### src/rtl/rand_walk.sv
// Bounded random walk: integrates a signed step word every TICK_DIV+1 clocks,
// saturating at [POS_MIN, POS_MAX], with a four-phase snapshot port for the CPU.
module rand_walk #(
  parameter int WIDTH      = 32,
  parameter int TICK_DIV   = 1000,
  parameter int POS_MIN    = -100,
  parameter int POS_MAX    = 100,
  parameter int POS_INIT   = 0,
  parameter int STEP_SHIFT = 0
) (
  input  logic             clock,
  input  logic             reset,
  input  logic             enable,
  input  logic [WIDTH-1:0] step_in,
  input  logic             load,
  input  logic [WIDTH-1:0] load_val,
  output logic [WIDTH-1:0] pos,
  output logic             step_tick,
  output logic             at_min,
  output logic             at_max,
  input  logic             rd_req,
  output logic             rd_ack,
  output logic [WIDTH-1:0] rd_data
);

  // state  | meaning
  // IDLE   | walk stopped, cnt held at 0
  // COUNT  | counting TICK_DIV clocks toward the next step
  // UPDATE | one cycle; step applied on the exit edge
  typedef enum logic [1:0] {IDLE, COUNT, UPDATE} state_t;

  localparam int SW = WIDTH + STEP_SHIFT + 1;
  localparam int CW = (TICK_DIV > 1) ? $clog2(TICK_DIV) : 1;
  localparam logic [CW-1:0] CNT_LAST = CW'(TICK_DIV - 1);
  localparam logic signed [SW-1:0] MIN_S = SW'(POS_MIN);
  localparam logic signed [SW-1:0] MAX_S = SW'(POS_MAX);
  localparam logic [WIDTH-1:0] MIN_P  = WIDTH'(POS_MIN);
  localparam logic [WIDTH-1:0] MAX_P  = WIDTH'(POS_MAX);
  localparam logic [WIDTH-1:0] INIT_P = WIDTH'(POS_INIT);

  state_t            state, state_nx;
  logic [CW-1:0]     cnt, cnt_nx;
  logic [WIDTH-1:0]  pos_nx;
  logic              tick_nx;
  logic signed [SW-1:0] sum, load_ext;

  function automatic logic [WIDTH-1:0] clamp(input logic signed [SW-1:0] x);
    if (x < MIN_S)      return MIN_P;
    else if (x > MAX_S) return MAX_P;
    else                return WIDTH'(x);
  endfunction

  // Widened arithmetic so even extreme steps cannot wrap before clamping.
  always_comb begin
    sum      = SW'($signed(pos)) + (SW'($signed(step_in)) <<< STEP_SHIFT);
    load_ext = SW'($signed(load_val));
  end

  always_comb begin
    state_nx = state;
    cnt_nx   = cnt;
    pos_nx   = pos;
    tick_nx  = 1'b0;
    case (state)
      IDLE: begin
        cnt_nx = '0;
        if (enable) state_nx = COUNT;
      end
      COUNT: begin
        if (!enable) begin
          state_nx = IDLE;
          cnt_nx   = '0;
        end else if (cnt == CNT_LAST) begin
          state_nx = UPDATE;
          cnt_nx   = '0;
        end else begin
          cnt_nx = cnt + CW'(1);
        end
      end
      UPDATE: begin
        pos_nx   = clamp(sum);
        tick_nx  = 1'b1;
        cnt_nx   = '0;
        state_nx = enable ? COUNT : IDLE;
      end
      default: begin
        state_nx = IDLE;
        cnt_nx   = '0;
      end
    endcase
    // A load discards any step landing on the same edge.
    if (load) begin
      pos_nx   = clamp(load_ext);
      cnt_nx   = '0;
      tick_nx  = 1'b0;
      state_nx = enable ? COUNT : IDLE;
    end
  end

  always_ff @(posedge clock or posedge reset) begin
    if (reset) begin
      state     <= IDLE;
      cnt       <= '0;
      pos       <= INIT_P;
      step_tick <= 1'b0;
      at_min    <= (INIT_P == MIN_P);
      at_max    <= (INIT_P == MAX_P);
    end else begin
      state     <= state_nx;
      cnt       <= cnt_nx;
      pos       <= pos_nx;
      step_tick <= tick_nx;
      at_min    <= (pos_nx == MIN_P);
      at_max    <= (pos_nx == MAX_P);
    end
  end

  // Snapshot captures the pre-edge position, independent of the walk state.
  always_ff @(posedge clock or posedge reset) begin
    if (reset) begin
      rd_ack  <= 1'b0;
      rd_data <= '0;
    end else if (rd_req && !rd_ack) begin
      rd_ack  <= 1'b1;
      rd_data <= pos;
    end else if (!rd_req && rd_ack) begin
      rd_ack  <= 1'b0;
    end
  end

endmodule

### config.mk
export PLATFORM = sky130hd
export DESIGN_NAME = rand_walk
export DESIGN_NICKNAME = d
export VERILOG_FILES = /design/src/rtl/rand_walk.sv
export SDC_FILE = /design/constraint.sdc
export NUM_CORES = 1
export LEC_CHECK = 0
export CORE_MARGIN = 4
export CORE_UTILIZATION = 56
export DETAILED_ROUTE_END_ITERATION = 6
export PLACE_DENSITY_LB_ADDON = 0.08
export SLEW_MARGIN = 20
export SYNTH_ARGS = -nofsm -noshare
export SYNTH_HDL_FRONTEND = slang
export SYNTH_SLANG_ARGS = --single-unit
### constraint.sdc
create_clock -name clock -period 8.81 [get_ports clock]
set_input_delay 1.762 -clock clock [delete_from_list [all_inputs] [get_ports clock]]
set_output_delay 1.762 -clock clock [all_outputs]
set_load 0.02 [all_outputs]
== Word level (Yosys, flattened, before mapping) ==
Cells that the tools add are included.
Word-level totals
  bits in writable memories: 0
  bits of input ports: 69
  logic and storage cells: 48
  register bits after elaboration: 80
  memories kept: 0
  latch bits: 0
  output and inout bits: 68
  bits in read-only memories: 0
Cells by class
  mux-type cells: 20
  equality and inequality tests: 7
  bitwise logic cells: 0
  $add $sub $neg: 2
  multipliers: 0
  $lt $le $gt $ge: 4
  reduce and logical (&&, ||, !) cells: 7
  divide/modulo/power cells: 0
  shift operators: 0
Operators by type and width (number)
  32-bit 2-to-1 mux: 6
  10-bit 2-to-1 mux: 4
  32-bit by 32-bit adder with 33-bit output: 1
  33-bit by 8-bit > comparator with 1-bit output (second input constant): 1
  33-bit by 8-bit less-than comparator with 1-bit output (second input constant): 1
  32-bit equality test (second input constant): 1
  32-bit by 7-bit equality test with 1-bit output (second input constant): 1
  32-bit by 8-bit > comparator with 1-bit output (second input constant): 1
  32-bit by 8-bit less-than comparator with 1-bit output (second input constant): 1
  10-bit by 1-bit adder with 10-bit output (second input constant): 1
  10-bit equality test (second input constant): 1
  2-bit 2-to-1 mux: 4
  2-bit one-hot mux with 3 select lines: 1
  1-bit 2-to-1 mux: 5
  4-bit != test (second input constant): 1
  3-bit != test (second input constant): 1
  2-bit by 1-bit equality test with 1-bit output (second input constant): 1
  2-bit equality test (second input constant): 1
  1-bit logical AND: 2
  1-bit logical NOT: 2
  2-bit logical NOT: 1
  2-bit AND reduction: 1
  2-bit nonzero test: 1

== Logic depth before layout (Yosys ltp) ==
  depth in word-level cells: 7
  mapped depth: 15
  gate-level depth less buffers: 14

== Worst setup path before layout ==
OpenSTA, ideal clock, no wires.
  path type: input -> register
  start point: input step_in[0]
  end point: register at_max
  stages: 14
  arrival time: 4.914 ns
  path buffers: 0
  setup slack: 3.775 ns
  data required time: 8.689 ns
  library setup time: 0.121 ns
  cell sequence: ha_1 > inv_1 > fa_1 > nor2b_1 > o2111a_2 > o21ai_4 > a2111oi_2 > o31ai_1 > a31oi_1 > nand2_1 > or4_4 > o21ai_4 > a211o_4 > and4b_1
On the way
  word-level cells in the longest chain between the ends: 7
  elaborated cells between the ends (all ways): 8
  classes of those cells: 1 x add/sub; 2 x order compare; 1 x eq/ne; 4 x mux
RTL lines
  start, declared: RTL line 14  | input logic [WIDTH-1:0] step_in,
  32-bit by 32-bit adder with 33-bit output *: RTL line 55  | sum = SW'($signed(pos)) + (SW'($signed(step_in)) <<< STEP_SHIFT);
  33-bit by 8-bit > comparator with 1-bit output: RTL line 49  | else if (x > MAX_S) return MAX_P;
  32-bit 2-to-1 mux: RTL line 49
  32-bit 2-to-1 mux *: RTL line 48  | if (x < MIN_S) return MIN_P;
  32-bit 2-to-1 mux *: RTL line 64  | case (state)
  32-bit 2-to-1 mux *: RTL line 92  | if (load) begin
  32-bit by 7-bit equality test with 1-bit output *: RTL line 114  | at_max <= (pos_nx == MAX_P);
  end signal, assigned: RTL line 107  | at_max <= (INIT_P == MAX_P);
  end signal, assigned: RTL line 114
  end, declared: RTL line 20  | output logic at_max,
Every way passes the cells marked *; elsewhere a longest branch is shown, timed or not.
A chain may end at the register's enable or synchronous reset.

== Worst setup path in the final report ==
Same ends and word-level chain as after synthesis.

==> results list <==
- Run status: finished clean
* Total detailed-routing wirelength: about 21000 um
- Based on the critical path, the design can be clocked at up to 177.7 MHz.
- The floorplan step defined a die boundary enclosing 12780 um^2.
* CTS tree: done
* Routability Congestion: about 0.96
* DR pass1 iterations: 6
* Sum of met2 wire segment lengths after detailed routing: ~10000 um
- After clock tree synthesis, the clock-pin slew on the worst setup and hold paths is around 0.08 ns.
- Measured along the x axis, the die boundary spans ~110 um.
* Type of the setup path with the least slack: in -> reg
- Vias in the first global route: roughly 6500
- In this run the top signal layer used is met4.
- Final setup viols: 0
* Vertical die dimension: 113.0 um
- Vias per cell: 6.638
- The tool flagged a number of max-cap violations equal to 0.
- Worst ir drop on vdd: 0.0002337 V
- Summing the areas of all compound-gate instances in the mapped netlist gives approximately a quarter of the synthesized area.
* Main combinational cell family by area after synthesis: compound AO/OA/AOI/OAI gates
- For this design the static power due to leakage is slightly above 3 nW.
* Wire length of the first global-routing pass: 32800 um
- Final Max Tran Viols: 0
- Clock skew on the completed layout was measured at 0.008111 ns.
* Crit Path Max Fanout: 6
- In this run the deepest clock path goes through 2 buffers.
- The most used flip-flop cell after synthesis is sky130_fd_sc_hd__dfrtp_1.
* Launch point of the worst hold path: cnt[0]
- The top cell type by area accounts for ~32% of the synthesized area.
- Of the total synthesized cell area, the portion taken by XOR and XNOR cells is roughly 2.4%.
* Antenna viol nets, final: 0
- WL/cell: 21.49 um
- The number of gates resized after CTS was 0.
* Startpoint of the most critical register-to-register path: pos[11]
* Yosys warns: 0
- Synthesized instance count: 704
- STA puts the critical path data arrival time at 5.88 ns.
* Yosys cell types: just under 80
- Net switching is between 30% and 40% of the power.
* Worst slew pin tran: 0.9190 ns
* Hold buffers post-CTS: 0
* Number of antenna violations at the first check in global routing: 0
* Number of post-CTS setup repair buffers: 0
- Relative to the synthesized area, the layout overhead comes to 26.45%.
- Clk network pwr share: 22.0%
- Proportion of power drawn by flip-flops and latches: 31.8%
* Root buf cell: sky130_fd_sc_hd__clkbuf_8
- Number of fill cells in the layout: 788
* Met3 WL: 1635 um
- Multiplexer cells account for 6.865% of the synthesized area.
- RSZ-0062 raised after global routing: false
- Shortest period the worst path allows: 5.626 ns
- Adding up every negative setup slack in the final design gives 0 ns.
* Total routed wire length on the met1 layer: approximately 8200 um
- After synthesis the netlist holds a flip-flop and latch count of 80.
* Total of buffers placed on input and output ports: 136
- For this design, the sink count on the clock tree is 80.
- Post-Syn Nets: a little over 800
* Cell taking the most area after synthesis: sky130_fd_sc_hd__dfrtp_1
* Synth Area in Adders: about 7.2%
* Mean post-synth cell area: 8.776 um^2
- In the final layout, the share of cells above drive strength 1 is 9.466%.
* Sequential area share after synthesis: between 30% and 40%
* Core footprint: 10840 um^2
- At the later pin of the worst-skew pair, clock insertion delay measures about 0.36 ns.
* Endpoint required time on the critical path: around 9.1 ns
* Via Count: 6399
- After synthesis, the cell types taking the most area are sky130_fd_sc_hd__dfrtp_1, sky130_fd_sc_hd__ha_1, sky130_fd_sc_hd__mux2_2.
- Headroom to the max-slew limit came out at 38.60%.
* Final HPWL from detailed placement: 15930 um
- On the final layout, the worst hold slack is around 0.47 ns.
* Floorplan row count: 38
* Post-synthesis share of cell area spent on and, or, nand and nor gates: 23.01%
- Starting density of the core: 56.99%
* Timing startpoint of the critical path: step_in[0]
* Net switching power: around 600 uW
* Net count, final: 923
* Maximum number of pins on one net before global-route repair: 69
- For this run the aggregate overflow at the end of global routing stands at 0.
- Crit. End Element: flip-flop
- Internal power comes to between 1 and 1.5 mW.
- In this run the worst hold path is classified as reg -> reg.
- Number of enable flip-flop cells after synthesis: 0
- Logic gate share of total power: 46.2%
- The H-tree was split into 3 levels.
- Post-route DRC: 0
* Num CTS Buffers: 9
- Async S/R FF share, synth: 100.0%
- Num ports: ~140
- STA classifies the critical path startpoint as a primary input.
* Antenna cells: 0
- GRT Resource Usage Total: 32.13%
- The final count of hold timing violations was 0.
- The synthesized netlist occupies a cell area of 6178 um^2.
- For this block, the initial DRC count from the detailed router was a little under 600.
- For this design the ratio of total power to cell area is a little over 200 nW/um^2.
* Share of the clock period used by the worst path: 63.86%
-- critical path: stages --
cell and delay, ns:
sky130_fd_sc_hd__clkdlybuf4s50_1 0.46, sky130_fd_sc_hd__ha_1 0.19, sky130_fd_sc_hd__inv_1 0.07, sky130_fd_sc_hd__fa_1 0.43
sky130_fd_sc_hd__nor2b_1 0.23, sky130_fd_sc_hd__o2111a_2 0.28, sky130_fd_sc_hd__o21ai_4 0.10, sky130_fd_sc_hd__a2111oi_2 0.39
sky130_fd_sc_hd__o31ai_1 0.14, sky130_fd_sc_hd__a31oi_1 0.65, sky130_fd_sc_hd__nand2_1 0.16, sky130_fd_sc_hd__or4_4 0.58
sky130_fd_sc_hd__o21ai_4 0.10, sky130_fd_sc_hd__a211o_4 0.16, sky130_fd_sc_hd__and4b_1 0.17
-- power by group through the flow --
stage / logic, mW / registers (mW) / clock network [mW]
floorplan: 0.355 / 0.593 / 0
detailed placement: 0.732 / 0.517 / 0
global placement: 0.719 / 0.510 / 0
finish: 0.745 / 0.514 / 0.354
global route: 0.797 / 0.523 / 0.375
CTS: 0.738 / 0.512 / 0.358
-- cells by family (layout without fill, tap and decap cells) --
group                      Yosys count  count (layout)
AOI/OAI and AO/OA                  216             216
xor gates and xnor gates            17              17
adders and majority gates           35              35
buffers and inverters               55             175
DFF                                 80              80
muxes                               38              38
and+or+nand+nor                    263             263
-- cells in the final DEF, fill, tap and decap left out, types with 5 or more instances in the layout --
| master | n |
|---|---|
| sky130_fd_sc_hd__a211oi_1 | 11 |
| sky130_fd_sc_hd__a21o_1 | 13 |
| sky130_fd_sc_hd__a21oi_1 | 55 |
| sky130_fd_sc_hd__a22oi_1 | 9 |
| sky130_fd_sc_hd__a31oi_1 | 6 |
| sky130_fd_sc_hd__and2_1 | 6 |
| sky130_fd_sc_hd__and3_1 | 7 |
| sky130_fd_sc_hd__and4_1 | 5 |
| sky130_fd_sc_hd__clkbuf_8 | 10 |
| sky130_fd_sc_hd__clkdlybuf4s50_1 | 136 |
| sky130_fd_sc_hd__dfrtp_1 | 80 |
| sky130_fd_sc_hd__ha_1 | 34 |
| sky130_fd_sc_hd__inv_1 | 19 |
| sky130_fd_sc_hd__mux2_2 | 34 |
| sky130_fd_sc_hd__nand2_1 | 55 |
| sky130_fd_sc_hd__nand3_1 | 19 |
| sky130_fd_sc_hd__nand4_1 | 30 |
| sky130_fd_sc_hd__nor2_1 | 50 |
| sky130_fd_sc_hd__nor2b_1 | 6 |
| sky130_fd_sc_hd__nor3_1 | 18 |
| sky130_fd_sc_hd__nor4_1 | 22 |
| sky130_fd_sc_hd__o211ai_1 | 6 |
| sky130_fd_sc_hd__o21a_1 | 19 |
| sky130_fd_sc_hd__o21ai_0 | 41 |
| sky130_fd_sc_hd__o221ai_1 | 5 |
| sky130_fd_sc_hd__o31a_1 | 5 |
| sky130_fd_sc_hd__or2_2 | 6 |
| sky130_fd_sc_hd__or3_1 | 10 |
| sky130_fd_sc_hd__xnor2_1 | 11 |
| sky130_fd_sc_hd__xor2_1 | 6 |
-- final cells by class --
cell class              count  area (um^2)  share of cell area [%]
clock inverters             5        127.6                   1.634
flip-flops and latches     80         2002                   25.62
well taps                 140        175.2                   2.242
inverters                  20        75.07                  0.9609
multi-input cells         569         3908                   50.02
repair buffers            139         1384                   17.71
clock buffers              11        141.4                   1.810
-- cells in the mapped netlist, types with 3 or more instances --
master and n:
sky130_fd_sc_hd__and2_1 6, sky130_fd_sc_hd__inv_1 20, sky130_fd_sc_hd__o211ai_1 6, sky130_fd_sc_hd__a21oi_1 56
sky130_fd_sc_hd__and4_1 5, sky130_fd_sc_hd__nand2_1 55, sky130_fd_sc_hd__o22ai_1 3, sky130_fd_sc_hd__buf_2 11
sky130_fd_sc_hd__nor2_1 50, sky130_fd_sc_hd__nor2b_1 6, sky130_fd_sc_hd__and3_1 7, sky130_fd_sc_hd__o21ai_0 41
sky130_fd_sc_hd__nor3_1 18, sky130_fd_sc_hd__or2_2 6, sky130_fd_sc_hd__o221ai_1 5, sky130_fd_sc_hd__a22oi_1 9
sky130_fd_sc_hd__o31a_1 5, sky130_fd_sc_hd__a311oi_1 3, sky130_fd_sc_hd__o2111ai_1 4, sky130_fd_sc_hd__and4_2 4
sky130_fd_sc_hd__mux2i_1 3, sky130_fd_sc_hd__and2b_1 4, sky130_fd_sc_hd__a21o_1 13, sky130_fd_sc_hd__dfrtp_1 80
sky130_fd_sc_hd__nand4_1 30, sky130_fd_sc_hd__ha_1 34, sky130_fd_sc_hd__a31oi_1 6, sky130_fd_sc_hd__a211oi_1 11
sky130_fd_sc_hd__mux2_2 34, sky130_fd_sc_hd__xor2_1 6, sky130_fd_sc_hd__xnor2_1 11, sky130_fd_sc_hd__o311ai_0 3
sky130_fd_sc_hd__or3_1 10, sky130_fd_sc_hd__clkbuf_1 15, sky130_fd_sc_hd__nor3b_1 3, sky130_fd_sc_hd__o21bai_1 3
sky130_fd_sc_hd__buf_6 6, sky130_fd_sc_hd__nand2b_1 3, sky130_fd_sc_hd__nor4_1 22, sky130_fd_sc_hd__nand3_1 19
sky130_fd_sc_hd__o21a_1 19
-- through the flow --
step                      worst slack (ns)  area, um^2  power, mW  util (%)  std cells
after floorplan                      3.775        6178     0.9482         -        704
after global placement               3.046        7540      1.229     69.55        948
after detailed placement             2.903        7540      1.250     69.55        948
after CTS                            3.280        7809      1.607     72.03        964
after global routing                 2.942        7812      1.695     72.07        964
final                                3.184        7812      1.613     72.07        964
-- flip-flops by register name, summed over array words and instances, names as in the netlist --
signal	cells
at_max	1
at_min	1
cnt	10
pos	32
rd_ack	1
rd_data	32
state	2
step_tick	1
-- worst paths after layout --
check,endpoint,slack (ns),depth (start not counted)
setup reg to reg,at_max,4.48,12
hold / removal,cnt[0],0.47,1
hold reg to reg,cnt[0],0.47,1
max in group asynchronous,pos[27],6.05,3
setup / recovery,at_max,3.18,15
min in group asynchronous,cnt[0],1.66,2
-- per-layer routing --
| metal | up-vias | GRT usage [%] |
|---|---|---|
| met5 | - | 0 |
| met4 | 0 | 14.90 |
| met3 | 77 | 5.775 |
| met2 | 329 | 53.63 |
| met1 | 3065 | 40.56 |
| li1 | 2928 | - |
(Power assumes the default switching activity.)
